`src/rtl/ariane_pkg.sv`:
```
`default_nettype none
// ============================================================================
// Module   : ariane_pkg
// Purpose  : Divider request types and serdiv opcode encodings.
// Revision : 1.0
// ============================================================================
package ariane_pkg;

  localparam int unsigned DIV_WIDTH         = 64;
  localparam int unsigned DIV_TRANS_ID_BITS = 3;

  localparam logic [1:0] DIV_UDIV = 2'b00;
  localparam logic [1:0] DIV_DIV  = 2'b01;
  localparam logic [1:0] DIV_UREM = 2'b10;
  localparam logic [1:0] DIV_REM  = 2'b11;

  // {word, opcode[1:0]}
  typedef logic [2:0] div_op_t;

  typedef struct packed {
    logic [DIV_WIDTH-1:0]         a;
    logic [DIV_WIDTH-1:0]         b;
    div_op_t                      op;
    logic [DIV_TRANS_ID_BITS-1:0] trans_id;
  } div_req_t;

endpackage
`default_nettype wire

```
`src/rtl/div_req_fifo.sv`:
```
`default_nettype none
// ============================================================================
// Module   : div_req_fifo
// Purpose  : DEPTH-entry request FIFO with synchronous flush.
// Revision : 1.0
// ============================================================================
module div_req_fifo
  import ariane_pkg::*;
#(
  parameter int unsigned DEPTH = 2
) (
  input  logic     clk_i,
  input  logic     rst_i,
  input  logic     flush_i,
  input  logic     push_i,
  input  div_req_t data_i,
  input  logic     pop_i,
  output div_req_t data_o,
  output logic     full_o,
  output logic     empty_o
);

  localparam int unsigned      PTR_W    = (DEPTH > 1) ? $clog2(DEPTH) : 1;
  localparam int unsigned      CNT_W    = $clog2(DEPTH + 1);
  localparam logic [PTR_W-1:0] LAST_PTR = PTR_W'(DEPTH - 1);
  localparam logic [CNT_W-1:0] FULL_CNT = CNT_W'(DEPTH);

  div_req_t         mem_q [DEPTH];
  div_req_t         mem_d [DEPTH];
  logic [PTR_W-1:0] wr_ptr_q, wr_ptr_d;
  logic [PTR_W-1:0] rd_ptr_q, rd_ptr_d;
  logic [CNT_W-1:0] count_q, count_d;
  logic             push_ok, pop_ok;

  assign full_o  = (count_q == FULL_CNT);
  assign empty_o = (count_q == '0);
  assign data_o  = mem_q[rd_ptr_q];
  assign push_ok = push_i && !full_o;
  assign pop_ok  = pop_i && !empty_o;

  always_comb begin
    mem_d    = mem_q;
    wr_ptr_d = wr_ptr_q;
    rd_ptr_d = rd_ptr_q;
    count_d  = count_q;
    if (flush_i) begin
      wr_ptr_d = '0;
      rd_ptr_d = '0;
      count_d  = '0;
    end else begin
      if (push_ok) begin
        mem_d[wr_ptr_q] = data_i;
        wr_ptr_d        = (wr_ptr_q == LAST_PTR) ? '0 : wr_ptr_q + 1'b1;
      end
      if (pop_ok) begin
        rd_ptr_d = (rd_ptr_q == LAST_PTR) ? '0 : rd_ptr_q + 1'b1;
      end
      case ({push_ok, pop_ok})
        2'b10:   count_d = count_q + 1'b1;
        2'b01:   count_d = count_q - 1'b1;
        default: count_d = count_q;
      endcase
    end
  end

  always_ff @(posedge clk_i) begin
    if (rst_i) begin
      wr_ptr_q <= '0;
      rd_ptr_q <= '0;
      count_q  <= '0;
    end else begin
      wr_ptr_q <= wr_ptr_d;
      rd_ptr_q <= rd_ptr_d;
      count_q  <= count_d;
    end
  end

  // Storage needs no reset; count gates every read.
  always_ff @(posedge clk_i) begin
    mem_q <= mem_d;
  end

endmodule
`default_nettype wire

```
`src/rtl/div_issue_stage.sv`:
```
`default_nettype none
// ============================================================================
// Module   : div_issue_stage
// Purpose  : Operand prep / result return around serdiv.
//            Optional macro DIV_ZERO_FASTPATH_EN: local divide-by-zero completion.
// Revision : 1.0
// ============================================================================
module div_issue_stage
  import ariane_pkg::*;
#(
  parameter int unsigned WIDTH         = 64,
  parameter int unsigned TRANS_ID_BITS = 3,
  parameter int unsigned DEPTH         = 2
) (
  input  logic                     clk_i,
  input  logic                     rst_i,
  input  logic                     flush_i,
  input  logic                     req_valid_i,
  output logic                     req_ready_o,
  input  logic [2:0]               req_op_i,
  input  logic [WIDTH-1:0]         req_a_i,
  input  logic [WIDTH-1:0]         req_b_i,
  input  logic [TRANS_ID_BITS-1:0] req_trans_id_i,
  output logic [TRANS_ID_BITS:0]   div_id_o,
  output logic [WIDTH-1:0]         div_op_a_o,
  output logic [WIDTH-1:0]         div_op_b_o,
  output logic [1:0]               div_opcode_o,
  output logic                     div_in_vld_o,
  input  logic                     div_in_rdy_i,
  output logic                     div_flush_o,
  input  logic                     div_out_vld_i,
  output logic                     div_out_rdy_o,
  input  logic [TRANS_ID_BITS:0]   div_id_i,
  input  logic [WIDTH-1:0]         div_res_i,
  output logic                     res_valid_o,
  input  logic                     res_ready_i,
  output logic [WIDTH-1:0]         res_o,
  output logic [TRANS_ID_BITS-1:0] res_trans_id_o
);

  function automatic logic [WIDTH-1:0] sext32(input logic [31:0] v);
    return {{(WIDTH-32){v[31]}}, v};
  endfunction

  div_req_t                 req_ext, head;
  logic                     fifo_full, fifo_empty, push, pop;
  logic                     in_fire, out_fire;
  logic                     in_flight_q, in_flight_d;
  logic                     res_valid_q, res_valid_d;
  logic [WIDTH-1:0]         res_q, res_d;
  logic [TRANS_ID_BITS-1:0] res_id_q, res_id_d;

  always_comb begin
    req_ext = '{a: req_a_i, b: req_b_i, op: req_op_i, trans_id: req_trans_id_i};
    if (req_op_i[2]) begin
      if (req_op_i[0]) begin
        req_ext.a = sext32(req_a_i[31:0]);
        req_ext.b = sext32(req_b_i[31:0]);
      end else begin
        req_ext.a = {{(WIDTH-32){1'b0}}, req_a_i[31:0]};
        req_ext.b = {{(WIDTH-32){1'b0}}, req_b_i[31:0]};
      end
    end
  end

  assign req_ready_o = !fifo_full;
  assign push        = req_valid_i && req_ready_o && !flush_i;

  div_req_fifo #(.DEPTH(DEPTH)) u_fifo (
    .clk_i   (clk_i),
    .rst_i   (rst_i),
    .flush_i (flush_i),
    .push_i  (push),
    .data_i  (req_ext),
    .pop_i   (pop),
    .data_o  (head),
    .full_o  (fifo_full),
    .empty_o (fifo_empty)
  );

  assign div_op_a_o   = head.a;
  assign div_op_b_o   = head.b;
  assign div_opcode_o = head.op[1:0];
  assign div_id_o     = {head.op[2], head.trans_id};
  assign div_flush_o  = flush_i;

`ifdef DIV_ZERO_FASTPATH_EN
  logic             head_zero, zero_fire;
  logic [WIDTH-1:0] zero_raw;
  // A zero-divisor head never reaches serdiv; it waits until it can retire in order.
  assign head_zero    = !fifo_empty && (head.b == '0);
  assign zero_fire    = head_zero && !in_flight_q && !res_valid_q && !flush_i;
  assign zero_raw     = head.op[1] ? head.a : '1;
  assign div_in_vld_o = !fifo_empty && !head_zero;
  assign in_fire      = div_in_vld_o && div_in_rdy_i;
  assign pop          = in_fire || zero_fire;
`else
  assign div_in_vld_o = !fifo_empty;
  assign in_fire      = div_in_vld_o && div_in_rdy_i;
  assign pop          = in_fire;
`endif

  // Results with nothing in flight are leftovers from a flushed operation.
  assign div_out_rdy_o = !res_valid_q || res_ready_i;
  assign out_fire      = div_out_vld_i && div_out_rdy_o && in_flight_q && !flush_i;

  always_comb begin
    in_flight_d = in_flight_q;
    if (flush_i)       in_flight_d = 1'b0;
    else if (in_fire)  in_flight_d = 1'b1;
    else if (out_fire) in_flight_d = 1'b0;
  end

  always_comb begin
    res_d       = res_q;
    res_id_d    = res_id_q;
    res_valid_d = res_valid_q;
    if (flush_i) begin
      res_valid_d = 1'b0;
    end else if (out_fire) begin
      res_d       = div_id_i[TRANS_ID_BITS] ? sext32(div_res_i[31:0]) : div_res_i;
      res_id_d    = div_id_i[TRANS_ID_BITS-1:0];
      res_valid_d = 1'b1;
    end
`ifdef DIV_ZERO_FASTPATH_EN
    else if (zero_fire) begin
      res_d       = head.op[2] ? sext32(zero_raw[31:0]) : zero_raw;
      res_id_d    = head.trans_id;
      res_valid_d = 1'b1;
    end
`endif
    else if (res_ready_i) begin
      res_valid_d = 1'b0;
    end
  end

  always_ff @(posedge clk_i) begin
    if (rst_i) begin
      in_flight_q <= 1'b0;
      res_valid_q <= 1'b0;
      res_q       <= '0;
      res_id_q    <= '0;
    end else begin
      in_flight_q <= in_flight_d;
      res_valid_q <= res_valid_d;
      res_q       <= res_d;
      res_id_q    <= res_id_d;
    end
  end

  assign res_valid_o    = res_valid_q;
  assign res_o          = res_q;
  assign res_trans_id_o = res_id_q;

endmodule
`default_nettype wire

```
`config.mk`:
```
export PLATFORM = sky130hd
export DESIGN_NAME = div_issue_stage
export DESIGN_NICKNAME = d
export VERILOG_FILES = /design/src/rtl/ariane_pkg.sv /design/src/rtl/div_req_fifo.sv /design/src/rtl/div_issue_stage.sv
export SDC_FILE = /design/constraint.sdc
export NUM_CORES = 1
export LEC_CHECK = 0
export ABC_AREA = 1
export ABC_CLOCK_PERIOD_IN_PS = 15800
export CORE_ASPECT_RATIO = 0.6
export CORE_MARGIN = 8
export CORE_UTILIZATION = 51
export DETAILED_ROUTE_END_ITERATION = 10
export GPL_ROUTABILITY_DRIVEN = 0
export PLACE_DENSITY = 0.86
export SETUP_SLACK_MARGIN = 0.4
export SKIP_LAST_GASP = 1
export SYNTH_ARGS = -nofsm -noshare
export SYNTH_HDL_FRONTEND = slang
export SYNTH_SLANG_ARGS = --single-unit
```
`constraint.sdc`:
```
create_clock -name clk_i -period 15.8 [get_ports clk_i]
set_clock_uncertainty 0.05 [all_clocks]
set_input_delay 3.95 -clock clk_i [delete_from_list [all_inputs] [get_ports clk_i]]
set_output_delay 3.95 -clock clk_i [all_outputs]
set_load 0.05 [all_outputs]
```
==> results of run 1 <==
[state kept, by name, indices dropped and copies added (netlist names)]
register	cells
u_fifo.wr_ptr_q	1
res_trans_id_o	3
res_o	64
u_fifo.rd_ptr_q	1
res_valid_o	1
in_flight_q	1
u_fifo.count_q	2
u_fifo.mem_q	268
[metrics by stage]
step                std cells  hold slack (ns)  utilization [%]  total power, mW  setup WS, ns
detailed placement       2096            0.411             68.3             1.25          6.43
finish                   2155            0.416             71.9             1.94          6.44
global route             2154            0.453             71.9             2.01          6.40
CTS                      2153            0.420             71.9             1.96          6.43
floorplan                1384            0.390                -             1.14          5.32
global placement         2096            0.399             68.3             1.24          6.45
[kinds of logic (layout without fill, tap and decap cells)]
group                    after synthesis  after routing  synth area share [%]
adder cells (fa/ha/maj)                1              1                0.0915
AND/OR/NAND/NOR                      694            694                  19.2
flip-flops                           341            341                  69.6
other                                  0              2                     0
buffers and inverters                246            655                  7.34
AO/OA/AOI/OAI                        102            102                  3.74
[cell type report]
| cell class | instances | area (sq um) |
|---|---|---|
| well taps | 360 | 450 |
| repair buffers | 422 | 4200 |
| diodes | 2 | 5.00 |
| clock inverters | 13 | 73.8 |
| multi-input cells | 797 | 3160 |
| flip-flops and latches | 341 | 9510 |
| clock buffers | 44 | 895 |
| inverters | 176 | 668 |
| fillers | 1781 | 7390 |
[power by group through the flow]
stage	clock network [mW]	registers (mW)	logic, mW
final	0.716	0.999	0.229
after global routing	0.766	1.00	0.242
after CTS	0.729	0.999	0.230
after detailed placement	0	1.02	0.229
after global placement	0	1.02	0.224
after floorplan	0	1.02	0.114
[how the worst max path moves through the flow]
stage / startpoint / endpoint / depth (start not counted)
4_1_cts: res_ready_i / div_out_rdy_o / 4
2_1_floorplan: flush_i / u_fifo.mem_q[0]$_DFFE_PP_ / 3
5_1_grt: res_ready_i / div_out_rdy_o / 4
3_3_place_gp: res_ready_i / div_out_rdy_o / 4
6_report: res_ready_i / div_out_rdy_o / 4
3_5_place_dp: res_ready_i / div_out_rdy_o / 4
[worst reg2reg max path, cell delays in order, from the launching register on]
cell	delay (ns)
dfxtp_1	0.34
inv_1	0.09
nand2_1	0.13
nand3_1	0.18
nor2_4	0.81
buf_4	0.68
buf_4	0.77
[per-layer routing]
metal | wire length [um] | share of wire, % | up-vias
met5 | 0 | 0 | -
met4 | 1110 | 2.8 | 0
met3 | 3030 | 7.7 | 67
met2 | 19800 | 50 | 411
met1 | 15300 | 39 | 5070
li1 | - | - | 5105
[synth_stat cells]
master / number
a21oi_1: 4
a31oi_1: 1
buf_1: 8
buf_2: 25
buf_4: 11
buf_6: 1
clkbuf_1: 25
dfxtp_1: 73
edfxtp_1: 268
ha_1: 1
inv_1: 174
inv_2: 2
nand2_1: 548
nand2_2: 1
nand3_1: 3
nand3_4: 1
nand4_1: 2
nor2_1: 139
o21ai_0: 97
[cell usage in the layout, fill, tap and decap left out, drive strengths merged, types with 2 or more instances in the layout]
master	instances
clkinvlp	5
clkinv	8
buf	9
dfxtp	73
nand3	4
edfxtp	268
nand2	549
o21ai	97
inv	176
clkdlybuf4s50	413
a21oi	4
nor2	139
nand4	2
diode	2
clkbuf	44
==> summary.txt, run 1 <==
Setup path
  • Worst r2r src: u_fifo.count_q[0]$_SDFFE_PP0P_
  • CP Launch Type: input port
  • CP max FO: 3
  • Most used cell, CP: clkdlybuf4s50_1
  • Crit Path Category: in -> out
  • CP required: between 10 and 15 ns
  • CP max stage cell: clkdlybuf4s50_1
  • Crit path buf inv count: 3
  • Data arrival, critical path: about 5.4 ns
  • Worst path max stage delay: about 0.82 ns
  • Reg-to-reg slack, setup: ~12 ns
  • CP Capture Type: output port
  • Critical Path, Cell by Cell: clkdlybuf4s50_1 > inv_1 > nand2_2 > clkdlybuf4s50_1
  • R2r worst-path depth: 6
  • R2R Path End: u_fifo.mem_q[111]$_DFFE_PP_
  • Crit path max-delay family: buffers and inverters

Timing
  • Maximum clock frequency: around 110 MHz
  • Setup TNS: 0 ns
  • Final hold violations: 0
  • Final period util: slightly below 60%
  • RSZ-0062 raised after global routing: false
  • Slew @ Worst Pin: about 1.2 ns
  • Fin crit period: between 9 and 10 ns
  • Worst relative slew slack: 21.0%
  • Max-slew violation count: 0
  • Final setup fails: 0

Power and ir drop
  • Sequential Power Share: 51.4%
  • Pint: ~1.5 mW
  • Sw Ratio: 24.0%
  • Worst VDD drop: around 0.085 mV
  • Share of power burned in the clock network: 36.8%
  • PwrDens: just over 100 nW/um^2
  • NetSw: roughly 0.47 mW
  • Logic pwr share: about an eighth
  • Leakage: about 8 nW

Synthesis
  • Synth Net Count: ~1600
  • Biggest area consumer among synthesized cells: edfxtp_1
  • Sequential share of the synthesized area: a little over two thirds
  • Post-synth top area share: between 50% and 60%
  • Cell variety after synth: 19
  • Top area cells in the synthesized netlist: edfxtp_1 59%, nand2_1 15%, dfxtp_1 11%
  • Yosys warns: 0
  • Flops & latches, synth: 341
  • Synthesized netlist cell count: roughly 1400
  • Mapped Area: approximately 14000 sq um
  • Synth Area per Inst: 9.87 sq um

Final layout
  • Area growth, synth to finish: 38.8%
  • Final instance area: ~19000 sq um
  • Share of layout cells above drive strength 1: between 3 and 4%
  • Nets: just under 2000

CTS
  • Post-cts sizing count: 0
  • CTS tree: yes
  • Num CTS Buffers: 31
  • Hold_buf cts: 0
  • Clock sink count: ~340
  • Maximum clock path buffer count: 3
  • Reg clk slew, reported paths: roughly 0.060 ns
  • H-Tree Depth: 1
  • Setup bufs post-CTS: 0
  • Clk root buf: clkbuf_16
  • Clock latency on the worst-skew pair: between 0.5 and 0.6 ns

GRT
  • Gr busiest metal: met2
  • Gr usage total: a little under a quarter
  • Vias in the first global route: around 10000
  • GR met3 Demand/Resource: 5.43%
  • Met2 Use GR: approximately two fifths
  • First-pass GRT wire length: 58200 um
  • GR Overflow Total: 0
  • Largest net degree at the start of global routing: between 100 and 150
  • Grt met1 use: between 20% and 30%
  • Initial antenna violation count: 1

Min path
  • Worst Hold End: u_fifo.wr_ptr_q$_SDFFE_PP0P_
  • Depth of the worst hold-timing path: 2
  • Worst Hold Launch: u_fifo.wr_ptr_q$_SDFFE_PP0P_
  • Min-Delay Path Class: reg -> reg

Placement
  • DP Area: 18000 sq um
  • IO Port Bufs: a little over 400
  • Post-DP HPWL: 26700 um

Die
  • I/O pins: 415
  • Rows: between 40 and 50
  • Core ar.: around 26000 sq um
  • Die area: ~32000 sq um
  • Initial Util: 51.8%
  • DIE HEIGHT: roughly 140 um
  • DIE WIDTH: around 230 um

Drt
  • DR vias/cell: 4.94
  • Total routed wirelength: around 39000 um
  • Remaining antenna violation count after routing: 0
  • DRT Pass-1 Iters: 5
  • 1st-iter DRT viols: approximately 800
  • Avg WL per Cell: 18.2 um
  • Drt drc: 0
  • Vias after detailed routing: ~11000

Run status
  • Outcome: completed

Run
  • Max Cap Viol: 0
No activity file was read; power rests on OpenSTA's default activity.
==> run 2: changes to the inputs <==
--- a/config.mk
+++ b/config.mk
@@ -6,13 +6,13 @@
 export NUM_CORES = 1
 export LEC_CHECK = 0
 export ABC_AREA = 1
-export ABC_CLOCK_PERIOD_IN_PS = 15800
+export ABC_CLOCK_PERIOD_IN_PS = 8800
 export CORE_ASPECT_RATIO = 0.6
 export CORE_MARGIN = 8
-export CORE_UTILIZATION = 51
+export CORE_UTILIZATION = 47
 export DETAILED_ROUTE_END_ITERATION = 10
 export GPL_ROUTABILITY_DRIVEN = 0
-export PLACE_DENSITY = 0.86
+export PLACE_DENSITY = 0.8
 export SETUP_SLACK_MARGIN = 0.4
 export SKIP_LAST_GASP = 1
 export SYNTH_ARGS = -nofsm -noshare
==> constraint.sdc (replaced) <==
create_clock -name clk_i -period 8.8 [get_ports clk_i]
set_clock_uncertainty 0.05 [all_clocks]
set_input_delay 2.2 -clock clk_i [delete_from_list [all_inputs] [get_ports clk_i]]
set_output_delay 2.2 -clock clk_i [all_outputs]
set_load 0.05 [all_outputs]
==> run 2 against run 1 <==
Compared with the run above: register-to-register slack worse by 6.2 ns; setup slack worse by 3.5 ns; sequential power is 79% higher; design area hardly changed; core utilization is 5.8 points lower; critical path depth stayed put; non-clock buffer count is 1 higher; clock power is 77% higher; hold slack better by 0.014 ns; via count is 1.9% lower; first-iteration DRC count is 8.6% higher; final cell count is 0.74% higher; largest power group unchanged.
==> summary.txt, run 2 (synthesis results as in run 1) <==
Run status
  • Outcome: completed

Final layout
  • Multi-input gate area: 3160 sq um (unchanged)
  • Nets: 1980 (+0.051%)
  • Fin util: 66.2% (-5.8 points)
  • Area growth, synth to finish: 38.7% (about the same)
  • Fillers: 2182 (+23%)
  • Share of layout cells above drive strength 1: 3.29% (-0.39 points)
  • Most frequent cells in the layout: 548 x nand2_1, 413 x clkdlybuf4s50_1, 268 x edfxtp_1, 172 x inv_1, 138 x nor2_1
  • Commonest non-fill, non-tap cell in the layout: nand2_1
  • Reg with most FFs: u_fifo.mem_q
  • Max reg flops: 268 (unchanged)
  • Register area: 9510 sq um (unchanged)

CTS
  • Maximum clock path buffer count: 3 (unchanged)
  • Num CTS Buffers: 31 (unchanged)
  • CTS tree: yes
  • H-Tree Depth: 1 (unchanged)
  • Clk root buf: clkbuf_16
  • Clock latency on the worst-skew pair: 0.56 ns (about the same)
  • Setup bufs post-CTS: 0 (unchanged)
  • Clock sink count: 341 (unchanged)
  • Hold_buf cts: 0 (unchanged)
  • Post-cts sizing count: 0 (unchanged)
  • Reg clk slew, reported paths: 0.07 ns (about the same)

Timing
  • Slew @ Worst Pin: 1.18 ns (+0.0000606 ns)
  • RSZ-0062 raised after global routing: false
  • Fin crit period: between 5 and 6 ns
  • Final period util: between 60% and 70%
  • WHS: 0.430 ns (+0.0138 ns)
  • Final setup fails: 0 (unchanged)
  • Worst relative slew slack: 20.9% (-0.11 points)
  • Final hold violations: 0 (unchanged)
  • Setup TNS: 0 ns (unchanged)
  • Max-slew violation count: 0 (unchanged)
  • Maximum clock frequency: roughly 170 MHz

Setup path
  • Crit Path Category: in -> out
  • Most used cell, CP: clkdlybuf4s50_1
  • CP max stage cell: clkdlybuf4s50_1
  • Data arrival, critical path: 3.64 ns (-1.72 ns)
  • CP Capture Type: output port
  • Crit path buf inv count: 3 (unchanged)
  • CP max FO: 3 (unchanged)
  • Critical Path, Cell by Cell: clkdlybuf4s50_1 > inv_1 > nand2_2 > clkdlybuf4s50_1
  • CP Launch Type: input port
  • Crit path max-delay family: buffers and inverters
  • Reg-to-reg slack, setup: 6.11 ns (-6.23 ns)
  • CP required: 6.55 ns (-5.25 ns)
  • Worst path max stage delay: 0.82 ns (about the same)

Drt
  • DR vias/cell: 4.81 (-2.6%)
  • Vias after detailed routing: 10453 (-1.9%)
  • 1st-iter DRT viols: 873 (+8.6%)
  • Avg WL per Cell: 17.8 um (-2.0%)
  • Remaining antenna violation count after routing: 0 (unchanged)
  • Total routed wirelength: 38700 um (-1.3%)
  • Drt drc: 0 (unchanged)
  • DRT Pass-1 Iters: 5 (unchanged)

Die
  • I/O pins: 415 (unchanged)
  • Die area: 35000 sq um (+7.7%)
  • DIE WIDTH: 236 um (+3.9%)
  • Initial Util: 47.7% (-4.1 points)
  • Rows: 48 (+4.3%)
  • DIE HEIGHT: 148 um (+3.7%)
  • Core ar.: 28600 sq um (+8.7%)

Placement
  • IO Port Bufs: 414 (unchanged)
  • Post-DP HPWL: 26000 um (-2.7%)

GRT
  • Initial antenna violation count: 8 (+7)
  • Largest net degree at the start of global routing: 94 (-9.6%)
  • Vias in the first global route: 10120 (-2.6%)
  • Gr usage total: 20.8% (-2.0 points)
  • GR Overflow Total: 0 (unchanged)
  • First-pass GRT wire length: 57500 um (-1.1%)

Run
  • Max Cap Viol: 0 (unchanged)

Min path
  • Min-Delay Path Class: reg -> reg

Power and ir drop
  • Tot Pwr: 3.47 mW (+78%)
  • PwrDens: 183 nW/um^2 (+78%)
  • Worst VDD drop: 0.137 mV (+60%)
  • Leakage: 8.03 nW (-0.11%)
-- run 2: final cells by class --
cell class              instances  area share [%]
inverters                     176            3.52
clock buffers                  41            4.40
multi-input cells             797            16.7
repair buffers                423            22.2
flip-flops and latches        341            50.2
diodes                          4          0.0528
clock inverters                14           0.495
well taps                     375            2.48
-- run 2: per-stage QoR --
step	cell area (sq um)	worst slack (ns)	std cells
finish	19000	2.91	2171
global route	19000	2.68	2171
CTS	18900	2.80	2167
detailed placement	18000	2.91	2112
global placement	18000	2.92	2112
floorplan	13700	2.33	1384
-- run 2: path summary, 6_finish.rpt --
check / cells after the start / end / from
hold / removal: 2 / in_flight_q$_SDFFE_PP0P_ / in_flight_q$_SDFFE_PP0P_
setup reg to reg: 5 / u_fifo.mem_q[224]$_DFFE_PP_ / u_fifo.count_q[0]$_SDFFE_PP0P_
setup / recovery: 4 / div_out_rdy_o / res_ready_i
hold reg to reg: 2 / in_flight_q$_SDFFE_PP0P_ / in_flight_q$_SDFFE_PP0P_
-- run 2: worst register-to-register path, stage by stage (launching register included) --
cell	delay, ns
dfxtp_1	0.35
inv_1	0.09
nand2_1	0.11
nand4_1	0.20
inv_6	0.48
buf_4	0.94
-- run 2: where the power goes --
part / switching, mW / total (mW) / internal [mW] / leakage, nW
logic: 0.247 / 0.409 / 0.162 / 4.51
registers: 0.0108 / 1.79 / 1.78 / 3.07
clock network: 0.575 / 1.27 / 0.690 / 0.453
total: 0.832 / 3.47 / 2.64 / 8.03
-- run 2: per-layer routing --
metal	GRT usage, %	wire length (um)	vias up	part of all wire, %
li1	-	-	5119	-
met1	25.7	15600	4911	40
met2	35.2	19000	332	49
met3	5.16	2660	85	6.9
met4	8.04	1460	6	3.8
met5	0	38	-	0.098
==> run 3: changes to the inputs <==
--- a/config.mk
+++ b/config.mk
@@ -6,7 +6,7 @@
 export NUM_CORES = 1
 export LEC_CHECK = 0
 export ABC_AREA = 1
-export ABC_CLOCK_PERIOD_IN_PS = 8800
+export ABC_CLOCK_PERIOD_IN_PS = 5800
 export CORE_ASPECT_RATIO = 0.6
 export CORE_MARGIN = 8
 export CORE_UTILIZATION = 47
==> constraint.sdc (replaced) <==
create_clock -name clk_i -period 5.8 [get_ports clk_i]
set_clock_uncertainty 0.05 [all_clocks]
set_input_delay 1.45 -clock clk_i [delete_from_list [all_inputs] [get_ports clk_i]]
set_output_delay 1.45 -clock clk_i [all_outputs]
set_load 0.05 [all_outputs]
==> run 3 against run 2 <==
Compared with the run above: critical path depth unchanged; flip-flop and latch count is the same; die area stayed put; core utilization increased by 0.85 points; total power up 60%; sequential power increased by 52%; combinational power rose by 53%; design area is 1.3% higher; global-route usage is 0.16 points higher; register-to-register slack worse by 2.6 ns.
==> summary.txt, run 3 (synthesis results as in run 1) <==
Die
  • Rows: 48 (unchanged)
  • Initial Util: 47.7% (unchanged)
  • Die area: 35000 sq um (unchanged)
  • Core ar.: 28600 sq um (unchanged)
  • DIE WIDTH: 236 um (unchanged)
  • DIE HEIGHT: 148 um (unchanged)
  • I/O pins: 415 (unchanged)

GRT
  • Initial antenna violation count: 10 (+2)
  • Largest net degree at the start of global routing: 99 (+5.3%)
  • Gr usage total: 21.0% (+0.16 points)
  • Vias in the first global route: 10242 (+1.2%)
  • First-pass GRT wire length: 57900 um (+0.67%)
  • GR Overflow Total: 0 (unchanged)

CTS
  • H-Tree Depth: 1 (unchanged)
  • Post-cts sizing count: 0 (unchanged)
  • Clock latency on the worst-skew pair: 0.56 ns (about the same)
  • Setup bufs post-CTS: 0 (unchanged)
  • Num CTS Buffers: 31 (unchanged)
  • Hold_buf cts: 0 (unchanged)
  • Clock sink count: 341 (unchanged)
  • Clk root buf: clkbuf_16
  • CTS tree: yes
  • Maximum clock path buffer count: 3 (unchanged)
  • Reg clk slew, reported paths: 0.07 ns (about the same)

Setup path
  • CP Capture Type: output port
  • Crit path buf inv count: 2 (-1)
  • CP required: 4.30 ns (-2.25 ns)
  • R2r worst-path depth: 5 (unchanged)
  • Worst r2r src: u_fifo.count_q[0]$_SDFFE_PP0P_
  • Reg-to-reg slack, setup: 3.48 ns (-2.63 ns)
  • Critical Path, Cell by Cell: buf_4 > nand2_1 > nand2_1 > clkdlybuf4s50_1
  • Worst path max stage delay: 0.85 ns (+0.03 ns)
  • Most used cell, CP: nand2_1
  • CP max FO: 88 (+85)
  • Crit Path Category: reg -> out
  • Crit path max-delay family: buffers and inverters
  • R2R Path End: u_fifo.mem_q[198]$_DFFE_PP_
  • Data arrival, critical path: 3.32 ns (-0.32 ns)
  • CP Launch Type: register
  • CP max stage cell: buf_4

Timing
  • Setup TNS: 0 ns (unchanged)
  • Worst relative slew slack: 20.5% (-0.43 points)
  • Slew @ Worst Pin: 1.19 ns (+0.00801 ns)
  • Final hold violations: 0 (unchanged)
  • Maximum clock frequency: approximately 210 MHz
  • Max-slew violation count: 0 (unchanged)
  • RSZ-0062 raised after global routing: false
  • Fin crit period: 4.82 ns
  • WHS: 0.441 ns (+0.0108 ns)
  • Final setup fails: 0 (unchanged)
  • Final period util: slightly above 80%

Final layout
  • Fillers: 2149 (-1.5%)
  • Max reg flops: 268 (unchanged)
  • Most frequent cells in the layout: 548 x nand2_1, 413 x clkdlybuf4s50_1, 268 x edfxtp_1, 172 x inv_1, 138 x nor2_1
  • Fin util: 67.0% (+0.85 points)
  • Share of layout cells above drive strength 1: 4.12% (+0.82 points)
  • Reg with most FFs: u_fifo.mem_q
  • Area growth, synth to finish: 40.5%
  • Nets: 1983 (+0.15%)
  • Commonest non-fill, non-tap cell in the layout: nand2_1

Placement
  • IO Port Bufs: 414 (unchanged)
  • Post-DP HPWL: 27000 um (+3.8%)

Run
  • Max Cap Viol: 0 (unchanged)

Min path
  • Min-Delay Path Class: reg -> reg
  • Worst Hold Launch: u_fifo.count_q[0]$_SDFFE_PP0P_
  • Depth of the worst hold-timing path: 2 (unchanged)
  • Worst Hold End: u_fifo.count_q[0]$_SDFFE_PP0P_

Power and ir drop
  • PwrDens: 289 nW/um^2 (+58%)
  • Leakage: 8.13 nW (+1.2%)
  • Tot Pwr: 5.55 mW (+60%)
  • Worst VDD drop: 0.209 mV (+53%)

Drt
  • Drt drc: 0 (unchanged)
  • 1st-iter DRT viols: 861 (-1.4%)
  • Remaining antenna violation count after routing: 0 (unchanged)
  • Avg WL per Cell: 17.9 um (+0.75%)
  • Total routed wirelength: 39100 um (+1.2%)
  • DRT Pass-1 Iters: 5 (unchanged)
  • Vias after detailed routing: 10578 (+1.2%)
  • DR vias/cell: 4.85 (+0.78%)

Run status
  • Outcome: completed
## run 3: changes by cell type in the layout (fill, tap and decap cells not counted), sizes merged
cell and delta:
clkbuf -9, diode +3, inv +1, buf +3, bufinv +6, clkinv -1
clkinvlp +6
## run 3: power by group
part           total [mW]  switching [mW]  internal, mW  leakage (nW)
clock                2.20           0.910          1.29         0.522
sequential           2.72          0.0165          2.70          3.07
combinational       0.624           0.376         0.248          4.54
## run 3: how the worst max path moves through the flow
stage / start / to / slack, ns / depth (start not counted)
floorplan: flush_i / u_fifo.mem_q[134]$_DFFE_PP_ / 0.96 / 3
global placement: res_ready_i / div_out_rdy_o / 1.41 / 4
detailed placement: res_ready_i / div_out_rdy_o / 1.44 / 4
CTS: u_fifo.rd_ptr_q$_SDFFE_PP0P_ / div_op_a_o[38] / 0.95 / 4
global route: u_fifo.rd_ptr_q$_SDFFE_PP0P_ / div_op_a_o[39] / 0.71 / 4
finish: u_fifo.rd_ptr_q$_SDFFE_PP0P_ / div_op_b_o[39] / 0.98 / 4
## run 3: stage by stage
stage,cell area (sq um),setup slack [ns],std cells
after global routing,19200,0.715,2180
after floorplan,13700,0.956,1384
after detailed placement,18100,1.44,2115
after CTS,19200,0.953,2173
final,19200,0.977,2180
after global placement,18100,1.41,2115
## run 3: final cells by class
cell class / instances / area (sq um) / share of cell area (%)
antenna: 7 / 17.5 / 0.0912
clock buffer: 32 / 779 / 4.06
clock inverter: 26 / 323 / 1.68
inverter: 176 / 668 / 3.48
multi-input combinational: 797 / 3160 / 16.5
sequential: 341 / 9510 / 49.6
tap: 375 / 469 / 2.44
timing repair buffer: 426 / 4270 / 22.2
## run 3: per-layer routing
| layer | track usage [%] | routed length [um] | vias to the layer above |
|---|---|---|---|
| met2 | 35.8 | 19600 | 359 |
| met1 | 25.7 | 15700 | 5008 |
| li1 | - | - | 5124 |
| met4 | 7.97 | 1370 | 6 |
| met3 | 5.27 | 2470 | 81 |
| met5 | 0 | 34 | - |
## run 3: worst min-delay path: stages (launching register included)
cell,delay (ns)
dfxtp_1,0.32
nand2_1,0.07
a21oi_1,0.06
==> RTL change (settings of run 2) <==
`DEPTH` is set to 2 in 2 places; all go to 4.
--- a/src/rtl/div_req_fifo.sv
+++ b/src/rtl/div_req_fifo.sv
@@ -9,3 +9,3 @@
 #(
-  parameter int unsigned DEPTH = 2
+  parameter int unsigned DEPTH = 4
 ) (
--- a/src/rtl/div_issue_stage.sv
+++ b/src/rtl/div_issue_stage.sv
@@ -12,3 +12,3 @@
   parameter int unsigned TRANS_ID_BITS = 3,
-  parameter int unsigned DEPTH         = 2
+  parameter int unsigned DEPTH         = 4
 ) (
Check against the original RTL: not settled (the Yosys comparison gave no result); the edit may change what the design does.
==> RTL change against run 2 <==
  * Count of clock-buffer cells in the layout grew 24
  * Non-clock buffer count grew 10
  * Routed wire length grew 59%
  * Design area grew 60%
  * Sequential cell count grew 271
  * Total power grew 84%
  * Fmax shrank 6.8%
  * Synthesized area grew 76%
  * Setup slack lost 0.43 ns
  * Final cell count grew 43%
  * Critical path type is now flip-flop to output port
  * Critical endpoint is now div_op_b_o[57]
  * Highest routed layer unchanged
==> RTL change: results (changes against run 2) <==
grt met2 use 33.1% (-2.1 points); root buffer cell clkbuf_16; yosys warns 0 (unchanged); Biggest register u_fifo.mem_q; Critical Path Fanout Max 99 (+96); post-cts sizing count 0 (unchanged); largest cells by area after synthesis edfxtp_1, o21ai_0, nor2_1; Max clock buf depth 3 (unchanged); GRT met3 Usage 4.83% (-0.32 points); wl on met1 24800 um (+60%); status finished clean; top sig layer met5; Largest register FFs 536 (+100%); Clock Pin Slew Worst Setup and Hold Paths 0.06 ns; post-synthesis adder-cell area fraction 0.396% (+0.30 points); top_reg_cell synth edfxtp_1; Met3 Wirelength 4710 um (+77%); WL final 61300 um (+59%); share of layout cells above drive strength 1 4.59% (+1.3 points); Final period util 71.8% (+4.8 points); dpl hpwl 36800 um (+42%); vias in the first global route 16550 (+64%); aggregate global-route resource usage 19.7% (-1.1 points); DR iter-0 viols 1299 (+49%); Mapped Nets 2228 (+40%); met2 wire length 29900 um (+58%); port bufs 414 (unchanged); placed instance count 3009 (+42%); clock buffer count from CTS 54 (+74%); post-route insts no fill 3113 (+43%); Cell Int Power 4930 uW (+87%); top cells by count, synth edfxtp_1, nor2_1, o21ai_0, inv_1, nand2_1; Leak Pwr 0.0111 uW (+39%); Vias/cell 5.30 (+10%); Synth top area share 67.1% (+8.2 points); crit path DAT 4.06 ns (+0.42 ns); GR Util met1 25.0% (-0.70 points); sequential area share after synthesis 73.4% (+3.9 points); Peak VDD IR 0.000146 V (+6.8%); mux share of post-synthesis cell area 0% (unchanged); largest net degree at the start of global routing 120 (+28%); htree depth 2 (+1); Least-Margin Pin Slew 1.09 ns (-0.0960 ns); EDFF count, synth 536 (+100%); Mean Syn Cell Area 11.9 sq um (+21%); asr flop ratio synth 0% (unchanged); first-pass GRT wire length 91800 um (+60%); nets 2588 (+31%); Distinct cells, synth 22 (+3); compound-cell area share of the yosys netlist 11.3% (+7.5 points); DP Worst Slack 2.89 ns (-0.0196 ns); initial antenna violation count 2 (-6)
## RTL change: cell families (layout without fill, tap and decap cells)
| group | after synthesis | in the layout |
|---|---|---|
| flip-flops | 612 | 612 |
| AND/OR/NAND/NOR | 573 | 573 |
| AO/OA/AOI/OAI | 507 | 507 |
| buffers and inverters | 313 | 718 |
| adder cells (fa/ha/maj) | 7 | 7 |
| other | 0 | 3 |
## RTL change: final timing paths
kind | slack (ns) | from | cells after the start | to
worst min-delay path | 0.45 | in_flight_q$_SDFFE_PP0P_ | 2 | in_flight_q$_SDFFE_PP0P_
worst max register to register | 5.88 | u_fifo.count_q[1]$_SDFFE_PP0P_ | 5 | u_fifo.mem_q[50]$_DFFE_PP_
worst min register to register | 0.45 | in_flight_q$_SDFFE_PP0P_ | 2 | in_flight_q$_SDFFE_PP0P_
worst max-delay path | 2.49 | u_fifo.rd_ptr_q[0]$_SDFFE_PP0P_ | 4 | div_op_b_o[57]
## RTL change: power groups by stage
stage	combinational (uW)	sequential, uW	clock (uW)
final	630	3230	2520
after global routing	665	3230	2680
after CTS	633	3230	2570
after detailed placement	628	3290	0
after global placement	617	3290	0
after floorplan	341	3300	0
## RTL change: area by class of cell
cell class                 instances  area (sq um)
fill                            3806         20300
clock buffer                      65          1410
clock inverter                    36           483
antenna                            3          7.51
multi-input combinational       1087          5010
inverter                         184           701
tap                              693           867
sequential                       612         17600
timing repair buffer             433          4280
## RTL change: worst max-delay path, stage by stage, from the launching register on
cell and delay, ns:
dfxtp_4 1.05, buf_4 0.87, o21ai_0 0.23, o22ai_1 0.38, clkdlybuf4s50_1 0.89
## RTL change: through the flow
step | area (sq um) | setup TNS [ns]
after CTS | 30400 | 0
final | 30400 | 0
after global routing | 30400 | 0
after global placement | 28500 | 0
after detailed placement | 28500 | 0
after floorplan | 24000 | -19.56
